[config.mk]
export PLATFORM = sky130hd
export DESIGN_NAME = complex_mult_pipe
export DESIGN_NICKNAME = d
export VERILOG_FILES = /design/src/rtl/cpx_pkg.sv /design/src/rtl/cpx_round_sat.sv /design/src/rtl/complex_mult_pipe.sv
export SDC_FILE = /design/constraint.sdc
export NUM_CORES = 2
export LEC_CHECK = 0
export ABC_AREA = 1
export ABC_CLOCK_PERIOD_IN_PS = 9610
export CAP_MARGIN = 0
export CORE_UTILIZATION = 30
export CTS_CLUSTER_DIAMETER = 150
export CTS_CLUSTER_SIZE = 20
export DETAILED_ROUTE_END_ITERATION = 8
export SLEW_MARGIN = 20
export SYNTH_ARGS = -nofsm -noshare
export SYNTH_HDL_FRONTEND = slang
export SYNTH_SLANG_ARGS = --single-unit
export TNS_END_PERCENT = 20
[constraint.sdc]
create_clock -name CLK -period 9.61 [get_ports CLK]
set_input_delay 1.4415 -clock CLK [delete_from_list [all_inputs] [get_ports CLK]]
set_output_delay 1.4415 -clock CLK [all_outputs]
set_load 0.02 [all_outputs]
[src/rtl/cpx_pkg.sv]
// Shared constants, types and helpers for the pipelined complex multiplier.
package cpx_pkg;

  localparam int unsigned CPX_HALF     = 16;
  localparam int unsigned CPX_WORD     = 2 * CPX_HALF;
  localparam int unsigned CPX_FRAC     = 6;
  localparam int unsigned CPX_MULT_LAT = 3;

  typedef logic signed [CPX_HALF-1:0] cpx_comp_t;

  typedef struct packed {
    cpx_comp_t re;
    cpx_comp_t im;
  } cpx_t;

  // Real part occupies the upper half of the packed word.
  function automatic logic [CPX_WORD-1:0] cpx_pack(input cpx_comp_t re, input cpx_comp_t im);
    return {re, im};
  endfunction

  function automatic cpx_t cpx_unpack(input logic [CPX_WORD-1:0] w);
    cpx_t c;
    c.re = w[CPX_WORD-1:CPX_HALF];
    c.im = w[CPX_HALF-1:0];
    return c;
  endfunction

  // Optional round-half-up, then arithmetic shift right by frac.
  function automatic longint cpx_round_shift(input longint x, input int unsigned frac,
                                             input bit rnd);
    longint y;
    y = x;
    if (rnd && (frac > 0)) y = y + (longint'(1) <<< (frac - 1));
    return y >>> frac;
  endfunction

  // Clamp to the representable range of one default-width component.
  function automatic cpx_comp_t cpx_saturate(input longint x);
    longint max_v;
    longint min_v;
    max_v = (longint'(1) <<< (CPX_HALF - 1)) - 1;
    min_v = -(longint'(1) <<< (CPX_HALF - 1));
    if (x > max_v) return cpx_comp_t'(max_v);
    if (x < min_v) return cpx_comp_t'(min_v);
    return cpx_comp_t'(x);
  endfunction

endpackage

[src/rtl/cpx_round_sat.sv]
// Combinational round, arithmetic shift and saturate of one product component.
module cpx_round_sat
  import cpx_pkg::*;
#(
  parameter int unsigned HALF  = CPX_HALF,
  parameter int unsigned FRAC  = CPX_FRAC,
  parameter int unsigned ROUND = 1
) (
  input  logic signed [2*HALF+1:0] i_val,
  output logic        [HALF-1:0]   o_res,
  output logic                     o_sat
);

  localparam int unsigned SW       = 2 * HALF + 2;
  localparam int unsigned RndShift = (FRAC > 0) ? FRAC - 1 : 0;
  localparam logic [SW-1:0] RndInc = ((ROUND != 0) && (FRAC > 0)) ? (SW'(1) << RndShift) : '0;
  localparam logic signed [SW-1:0] MaxV = {{(SW-HALF+1){1'b0}}, {(HALF-1){1'b1}}};
  localparam logic signed [SW-1:0] MinV = {{(SW-HALF+1){1'b1}}, {(HALF-1){1'b0}}};

  logic signed [SW-1:0] w_rnd;
  logic signed [SW-1:0] w_shift;

  // Headroom of two bits above the product sum keeps the rounding add exact.
  always_comb begin
    w_rnd   = i_val + RndInc;
    w_shift = w_rnd >>> FRAC;
    o_sat   = (w_shift > MaxV) || (w_shift < MinV);
    if (w_shift > MaxV) begin
      o_res = MaxV[HALF-1:0];
    end else if (w_shift < MinV) begin
      o_res = MinV[HALF-1:0];
    end else begin
      o_res = w_shift[HALF-1:0];
    end
  end

endmodule

[src/rtl/complex_mult_pipe.sv]
// Three-stage pipelined fixed-point complex multiplier, C = A*B or A*conj(B),
// with valid/ready handshake, rounding, saturation and a sticky overflow flag.
module complex_mult_pipe
  import cpx_pkg::*;
#(
  parameter int unsigned HALF  = CPX_HALF,
  parameter int unsigned WORD  = 2 * HALF,
  parameter int unsigned FRAC  = CPX_FRAC,
  parameter int unsigned ROUND = 1
) (
  input  logic            CLK,
  input  logic            RST_N,
  input  logic            in_valid,
  output logic            in_ready,
  input  logic            in_conj,
  input  logic [WORD-1:0] cpx_A,
  input  logic [WORD-1:0] cpx_B,
  output logic            out_valid,
  input  logic            out_ready,
  output logic [WORD-1:0] cpx_C,
  output logic            ovf,
  input  logic            ovf_clr
);

  localparam int unsigned PW = 2 * HALF + 1;
  localparam int unsigned SW = 2 * HALF + 2;

  // Global stage enable: the whole pipe freezes while the output is held.
  logic w_en;
  assign w_en     = ~(out_valid & ~out_ready);
  assign in_ready = w_en;

  // Stage 1 registers; B.imag carries one extra bit so negating -2^(HALF-1) is exact.
  logic                   r_v1;
  logic signed [HALF-1:0] r_ar, r_ai, r_br;
  logic signed [HALF:0]   r_bi;
  logic signed [HALF:0]   w_bi_ext;
  logic signed [HALF:0]   w_bi_s1;

  assign w_bi_ext = {cpx_B[HALF-1], cpx_B[HALF-1:0]};
  assign w_bi_s1  = in_conj ? -w_bi_ext : w_bi_ext;

  // S1: capture operands, applying the conjugate to B.imag.
  always_ff @(posedge CLK or negedge RST_N) begin
    if (!RST_N) begin
      r_v1 <= 1'b0;
      r_ar <= '0;
      r_ai <= '0;
      r_br <= '0;
      r_bi <= '0;
    end else if (w_en) begin
      r_v1 <= in_valid;
      if (in_valid) begin
        r_ar <= cpx_A[WORD-1:HALF];
        r_ai <= cpx_A[HALF-1:0];
        r_br <= cpx_B[WORD-1:HALF];
        r_bi <= w_bi_s1;
      end
    end
  end

  // Operands sign-extended to the product width so each multiply is exact.
  logic signed [PW-1:0] w_ar_x, w_ai_x, w_br_x, w_bi_x;
  assign w_ar_x = {{(PW-HALF){r_ar[HALF-1]}}, r_ar};
  assign w_ai_x = {{(PW-HALF){r_ai[HALF-1]}}, r_ai};
  assign w_br_x = {{(PW-HALF){r_br[HALF-1]}}, r_br};
  assign w_bi_x = {{(PW-HALF-1){r_bi[HALF]}}, r_bi};

  logic                 r_v2;
  logic signed [PW-1:0] r_p_rr, r_p_ii, r_p_ri, r_p_ir;

  // S2: the four partial products.
  always_ff @(posedge CLK or negedge RST_N) begin
    if (!RST_N) begin
      r_v2   <= 1'b0;
      r_p_rr <= '0;
      r_p_ii <= '0;
      r_p_ri <= '0;
      r_p_ir <= '0;
    end else if (w_en) begin
      r_v2 <= r_v1;
      if (r_v1) begin
        r_p_rr <= w_ar_x * w_br_x;
        r_p_ii <= w_ai_x * w_bi_x;
        r_p_ri <= w_ar_x * w_bi_x;
        r_p_ir <= w_ai_x * w_br_x;
      end
    end
  end

  logic signed [SW-1:0] w_re_sum, w_im_sum;
  assign w_re_sum = {r_p_rr[PW-1], r_p_rr} - {r_p_ii[PW-1], r_p_ii};
  assign w_im_sum = {r_p_ri[PW-1], r_p_ri} + {r_p_ir[PW-1], r_p_ir};

  logic [HALF-1:0] w_re_q, w_im_q;
  logic            w_re_sat, w_im_sat;

  cpx_round_sat #(
    .HALF  (HALF),
    .FRAC  (FRAC),
    .ROUND (ROUND)
  ) u_rs_re (
    .i_val (w_re_sum),
    .o_res (w_re_q),
    .o_sat (w_re_sat)
  );

  cpx_round_sat #(
    .HALF  (HALF),
    .FRAC  (FRAC),
    .ROUND (ROUND)
  ) u_rs_im (
    .i_val (w_im_sum),
    .o_res (w_im_q),
    .o_sat (w_im_sat)
  );

  logic            r_v3;
  logic [WORD-1:0] r_c;
  logic            r_ovf;
  logic            w_ovf_set;

  assign w_ovf_set = w_en & r_v2 & (w_re_sat | w_im_sat);

  // S3: output register; data only updates on a valid result so it holds otherwise.
  always_ff @(posedge CLK or negedge RST_N) begin
    if (!RST_N) begin
      r_v3 <= 1'b0;
      r_c  <= '0;
    end else if (w_en) begin
      r_v3 <= r_v2;
      if (r_v2) r_c <= {w_re_q, w_im_q};
    end
  end

  // Sticky overflow; a new saturation beats a simultaneous clear.
  always_ff @(posedge CLK or negedge RST_N) begin
    if (!RST_N) begin
      r_ovf <= 1'b0;
    end else if (w_ovf_set) begin
      r_ovf <= 1'b1;
    end else if (ovf_clr) begin
      r_ovf <= 1'b0;
    end
  end

  assign out_valid = r_v3;
  assign cpx_C     = r_c;
  assign ovf       = r_ovf;

endmodule

==> After elaboration in Yosys (flattened, before gate mapping) <==
Cells that the tools add are included.
{ "op_classes": {"addsub": 5, "multipliers": 4, "order_cmp": 4, "n_mux": 7, "n_bitwise": 6, "n_reduce_logical": 6} }
{ "op_table": {"columns": ["op", "n"], "rows": [
  ["34-bit by 6-bit adder with 34-bit output, second input constant", 2],
  ["16-bit by 17-bit multiplier with 33-bit output", 2],
  ["16-bit by 16-bit multiplier with 32-bit output", 2],
  ["16-bit two-way mux", 4],
  ["28-bit by 16-bit > comparator with 1-bit output, second input constant", 2],
  ["28-bit by 16-bit less-than comparator with 1-bit output, second input constant", 2],
  ["33-bit by 32-bit adder with 34-bit output", 1],
  ["32-bit by 33-bit subtractor with 34-bit output", 1],
  ["17-bit two-way mux", 1],
  ["16-bit negation with 17-bit output", 1],
  ["2-bit AND reduction", 3],
  ["1-bit AND", 3],
  ["1-bit logical OR", 2],
  ["1-bit two-way mux", 2],
  ["1-bit inverter", 2],
  ["2-bit nonzero test", 1],
  ["1-bit OR", 1]
]} }
{ "totals": {"ff_bits": 231, "in_bits": 70, "word_cells": 45} }

==> Logic depth before layout (Yosys ltp) <==
{ "logic_depth": {"depth_word": 7, "depth_mapped": 30, "ltp_nobuf": 28} }

==> Cells and area by module <==
From an unflattened synthesis, not the netlist that was laid out.
{ "hier_totals": {"cells_unflattened": 8454, "area_unflattened_um2": 60326.6} }
{ "by_module_without_submodules": {"columns": ["mod", "n_inst", "cells_per_inst", "area_each_um2", "seq_area_each_um2"], "rows": [
  ["complex_mult_pipe", 1, 8006, 57961.8, 5780.5],
  ["cpx_round_sat", 2, 224, 1182.4, 0.0]
]} }

==> Least setup slack after synthesis <==
Ideal clock, no wire load.
{ "synth_path": {"path_kind": "reg-to-reg", "from": "reg r_bi[16]", "to": "reg r_p_ri[32]", "t_arrival_ps": 6022, "required_ps": 9478, "path_slack_ps": 3456, "path_stages_with_launch": 24, "n_path_buf": 2, "period_less_slack_ps": 6154, "cell_sequence": "dfrtp_1 clkbuf_1 clkbuf_1 nand2_1 inv_1 fa_1 fa_1 fa_1 fa_1 fa_1 inv_1 fa_1 inv_1 ha_1 nand2_1 nor4_1 nand3_1 nand3_1 nand2_1 o211ai_1 a21oi_1 or2_2 nand3_1 o21ai_0"} }
{ "synth_via": {"elab_chain_cells": 1} }
{ "synth_rtl": {"columns": ["element", "line", "rtl"], "rows": [
  ["from (decl)", "complex_mult_pipe.sv:36", "logic signed [HALF:0] r_bi;"],
  ["from (signal assigned)", "complex_mult_pipe.sv:57", "r_bi <= w_bi_s1;"],
  ["16-bit by 17-bit multiplier with 33-bit output", "complex_mult_pipe.sv:85", "r_p_ri <= w_ar_x * w_bi_x;"],
  ["to (signal assigned)", "complex_mult_pipe.sv:85", null],
  ["to (decl)", "complex_mult_pipe.sv:70", "logic signed [PW-1:0] r_p_rr, r_p_ii, r_p_ri, r_p_ir;"]
]} }
No other way between the ends.
A chain may end at the register's enable or synchronous reset.

==> Final worst setup path <==
{ "layout_path": {"from": "reg r_ai[1]", "to": "reg r_p_ii[30]"} }
{ "layout_via": {"elab_chain_cells": 1} }
{ "layout_rtl": {"columns": ["element", "line", "rtl"], "rows": [
  ["from (decl)", "complex_mult_pipe.sv:35", "logic signed [HALF-1:0] r_ar, r_ai, r_br;"],
  ["from (signal assigned)", "complex_mult_pipe.sv:55", "r_ai <= cpx_A[HALF-1:0];"],
  ["16-bit by 17-bit multiplier with 33-bit output", "complex_mult_pipe.sv:84", "r_p_ii <= w_ai_x * w_bi_x;"],
  ["to (signal assigned)", "complex_mult_pipe.sv:84", null],
  ["to (decl)", "complex_mult_pipe.sv:70", null]
]} }
No other way between the ends.

==> flow_summary_export.csv <==
group,metric,value,unit
global_route,antenna_found_initial,1,
synthesis,netlist_area,56300,um^2
layout,utilization,32.6,%
drt,dr.pass1.iters,6,
layout,final_area,60600,um^2
synthesis,syn_avg_cell_area,7.67,um^2
synthesis,synth_cell_types,52,
timing,hold_viol,0,
clock_network,clockRootBuffer,"clkbuf_16",
setup_path,critPathKind,"register to register",
setup_path,path_cells,"buf_4 -> nand2_1 -> inv_1 -> fa_1 -> fa_1 -> fa_1 -> fa_1 -> fa_1 -> inv_1 -> fa_1 -> inv_1 -> ha_1 -> a21oi_1 -> o21ai_0 -> a211o_1 -> a31oi_1 -> nand3_1 -> nand3_1 -> o21ai_0",
clock_network,post_cts_buffers,0,
place,dp_hpwl,136000,um
layout,area.growth.synth_to_final,7.54,%
global_route,grt_pass1_wl,273000,um
global_route,grt_overflow,0,
setup_path,end_kind,"register",
drt,drt-total-wl,170000,um
die,ioPinCount,105,
global_route,grtUsageTotal,18.3,%
synthesis,synth-compound-area-share,5.04,%
synthesis,muxShareOfSynthArea,0,%
synthesis,synth_fa_ha_area_share,48.4,%
synthesis,synth_simple_gate_area_share,18.3,%
clock_network,hold_buffers,0,
drt,drtAntennaViolNets,0,
place,placed_area,59900,um^2
timing,grt_setup_unrepaired,"false",
clock_network,cts_sinks,231,
timing,fin_tns_setup,0,ns
die,dieArea,190000,um^2
layout,nNetsFinal,8851,
timing,slew_violations,0,
drt,drc_errors,0,
synthesis,yosys.area.top_type_share,38.2,%
layout,regArea,5790,um^2
setup_path,worstPathRequired,10.08,ns
timing,setup_viol,0,
timing,max_freq,136,MHz
clock_network,cts_buffer_depth,3,
layout,multiInputGateArea,41800,um^2
timing,maxSlewHeadroom,24.3,%
synthesis,postSynthCellCount,7347,
layout,num-fill-cells,19755,
place,dp_cells,9704,
run_status,outcome,"completed",
die,core_region_area,186000,um^2
job,maxCapViolCount,0,
die,start_util,30.3,%
min_path,hold_class,"register to register",
clock_network,cts_inserted_buffers,20,
clock_network,cts.repair.resized,0,
layout,drive_above_1_share,3.07,%
global_route,grt_max_degree,113,
drt,wl_per_cell,17.4,um
setup_path,worstPathMaxFanout,18,
die,die_w,435,um
setup_path,cpMostUsedCell,"fa_1",
synthesis,yosysWarnings,0,
timing,skew,0.0330,ns
timing,worstMarginPinSlew,1.14,ns
clock_network,cts_tree,"done",
setup_path,critPathTopFamily,"adder cells",
synthesis,synth_top_area_cell,"fa_1",
setup_path,crit_slowest_cell,"fa_1",
place,port_buffers,104,
setup_path,cp_slowest_stage_delay,0.97,ns
clock_network,clkLatencyLatePin,0.61,ns
drt,drt_iter0_markers,3122,
timing,period_needed,7.33,ns
setup_path,worstSetupStartpointType,"register",
die,rows,158,
setup_path,path_buf_inv,4,
synthesis,seq_area_frac_synth,10.3,%
synthesis,syn_nets,8952,
clock_network,clkTransAtPathRegs,0.11,ns
synthesis,synth.area.top_cells,"fa_1 38%, nand2_1 14%, inv_1 14%, dfrtp_1 10%, ha_1 10%",
drt,drt-vias-per-instance,4.59,
setup_path,critical_path_arrival,7.80,ns
layout,antenna_cells,0,
global_route,grt_pass1_vias,47616,
die,die_height,435,um
drt,via_count,44728,
place,place_congestion,0.931,
layout,fin_cells,9737,
clock_network,h-tree-depth,1,
timing,post-route-period-util,76.3,%
synthesis,synth_xor_area_share,2.34,%
synthesis,synth-seq-cells,231,
synthesis,synth_top_family_by_area,"adder cells",
cell type report:
| cell class | count | share of cell area [%] |
|---|---|---|
| multi-input cells | 4778 | 68.9 |
| inverters | 2036 | 12.6 |
| flip-flops and latches | 231 | 9.56 |
| well taps | 2480 | 5.12 |
| repair buffers | 179 | 2.68 |
| clock buffers | 24 | 0.886 |
| clock inverters | 9 | 0.217 |
cells in the final DEF (no fill, tap or decap), types with 5 or more instances in the layout:
cell type,count
clkbuf_16,21
xor2_1,77
nor2_2,12
inv_1,2029
o21bai_1,19
buf_4,74
ha_1,459
nand2_2,10
or2_2,42
nor2_1,291
fa_1,1076
nor4_1,10
nand4_1,31
nor3_1,18
o21a_1,6
nand2_1,2033
a211oi_1,5
o211ai_1,6
a21o_1,9
dfrtp_2,8
inv_2,6
o21ai_0,165
nand3_1,129
a21oi_1,184
dfrtp_1,223
a21boi_0,7
clkdlybuf4s50_1,103
a21oi_2,21
o21ai_1,19
a31oi_1,39
xnor2_1,67
final timing paths:
| check | startpoint | to | slack, ns | depth (start not counted) |
|---|---|---|---|---|
| max | r_ai[1] | r_p_ii[30] | 2.28 | 19 |
| min | r_ar[7] | r_ar[7] | 0.49 | 2 |
| max reg2reg | r_ai[1] | r_p_ii[30] | 2.28 | 19 |
| min reg2reg | r_ar[7] | r_ar[7] | 0.49 | 2 |
| max in group asynchronous | RST_N | cpx_C[14] | 6.58 | 3 |
| min in group asynchronous | RST_N | r_p_rr[13] | 0.78 | 1 |
worst reg2reg max path, delay by kind of cell, from the launching register on:
| kind | cells | cell delay, ns |
|---|---|---|
| compound gates | 5 | 1.10 |
| fa+ha+maj | 7 | 4.05 |
| buf+inv | 4 | 0.70 |
| flops | 1 | 0.94 |
| simple gates | 3 | 0.39 |
flip-flops by register name, indices dropped and copies added, names as in the netlist, 16 cells and up:
name / cells
cpx_C: 32
r_ai: 16
r_ar: 16
r_bi: 17
r_br: 16
r_p_ii: 33
r_p_ir: 32
r_p_ri: 33
r_p_rr: 32
Yosys cell counts, drive strengths merged:
| library cell | instances |
|---|---|
| a211o | 1 |
| a211oi | 5 |
| a21boi | 9 |
| a21o | 10 |
| a21oi | 207 |
| a31oi | 39 |
| and3 | 4 |
| buf | 11 |
| clkbuf | 291 |
| dfrtp | 231 |
| fa | 1076 |
| ha | 459 |
| inv | 2036 |
| nand2 | 2046 |
| nand3 | 131 |
| nand3b | 6 |
| nand4 | 31 |
| nor2 | 304 |
| nor3 | 21 |
| nor3b | 1 |
| nor4 | 10 |
| o2111a | 1 |
| o211a | 1 |
| o211ai | 6 |
| o21a | 6 |
| o21ai | 184 |
| o21bai | 19 |
| o221a | 1 |
| o221ai | 4 |
| o22ai | 2 |
| o31ai | 4 |
| or2 | 44 |
| xnor2 | 67 |
| xor2 | 79 |
per-stage QoR:
step,hold slack [ns],worst slack [ns]
finish,0.488,2.28
global route,0.501,1.89
CTS,0.491,2.39
detailed placement,0.466,2.38
global placement,0.466,2.39
floorplan,0.432,3.46
cell families (layout without fill, tap and decap cells):
| kind of cell | Yosys count | in the layout |
|---|---|---|
| flip-flops | 231 | 231 |
| adder cells (fa/ha/maj) | 1535 | 1535 |
| XOR/XNOR | 146 | 146 |
| AO/OA/AOI/OAI | 499 | 499 |
| buffers and inverters | 2338 | 2248 |
| AND/OR/NAND/NOR | 2598 | 2598 |
metal layers:
| metal | GRT usage (%) | up-vias | share of wire, % |
|---|---|---|---|
| met5 | 0 | - | 0 |
| met4 | 6.83 | 0 | 4.5 |
| met3 | 2.33 | 227 | 6.8 |
| met2 | 29.5 | 1447 | 44 |
| met1 | 25.1 | 22137 | 44 |
| li1 | - | 20917 | - |
Power is left out: the tool's default activity adds up to more than one toggle a clock period on the data nets, which glitch-free logic cannot reach.
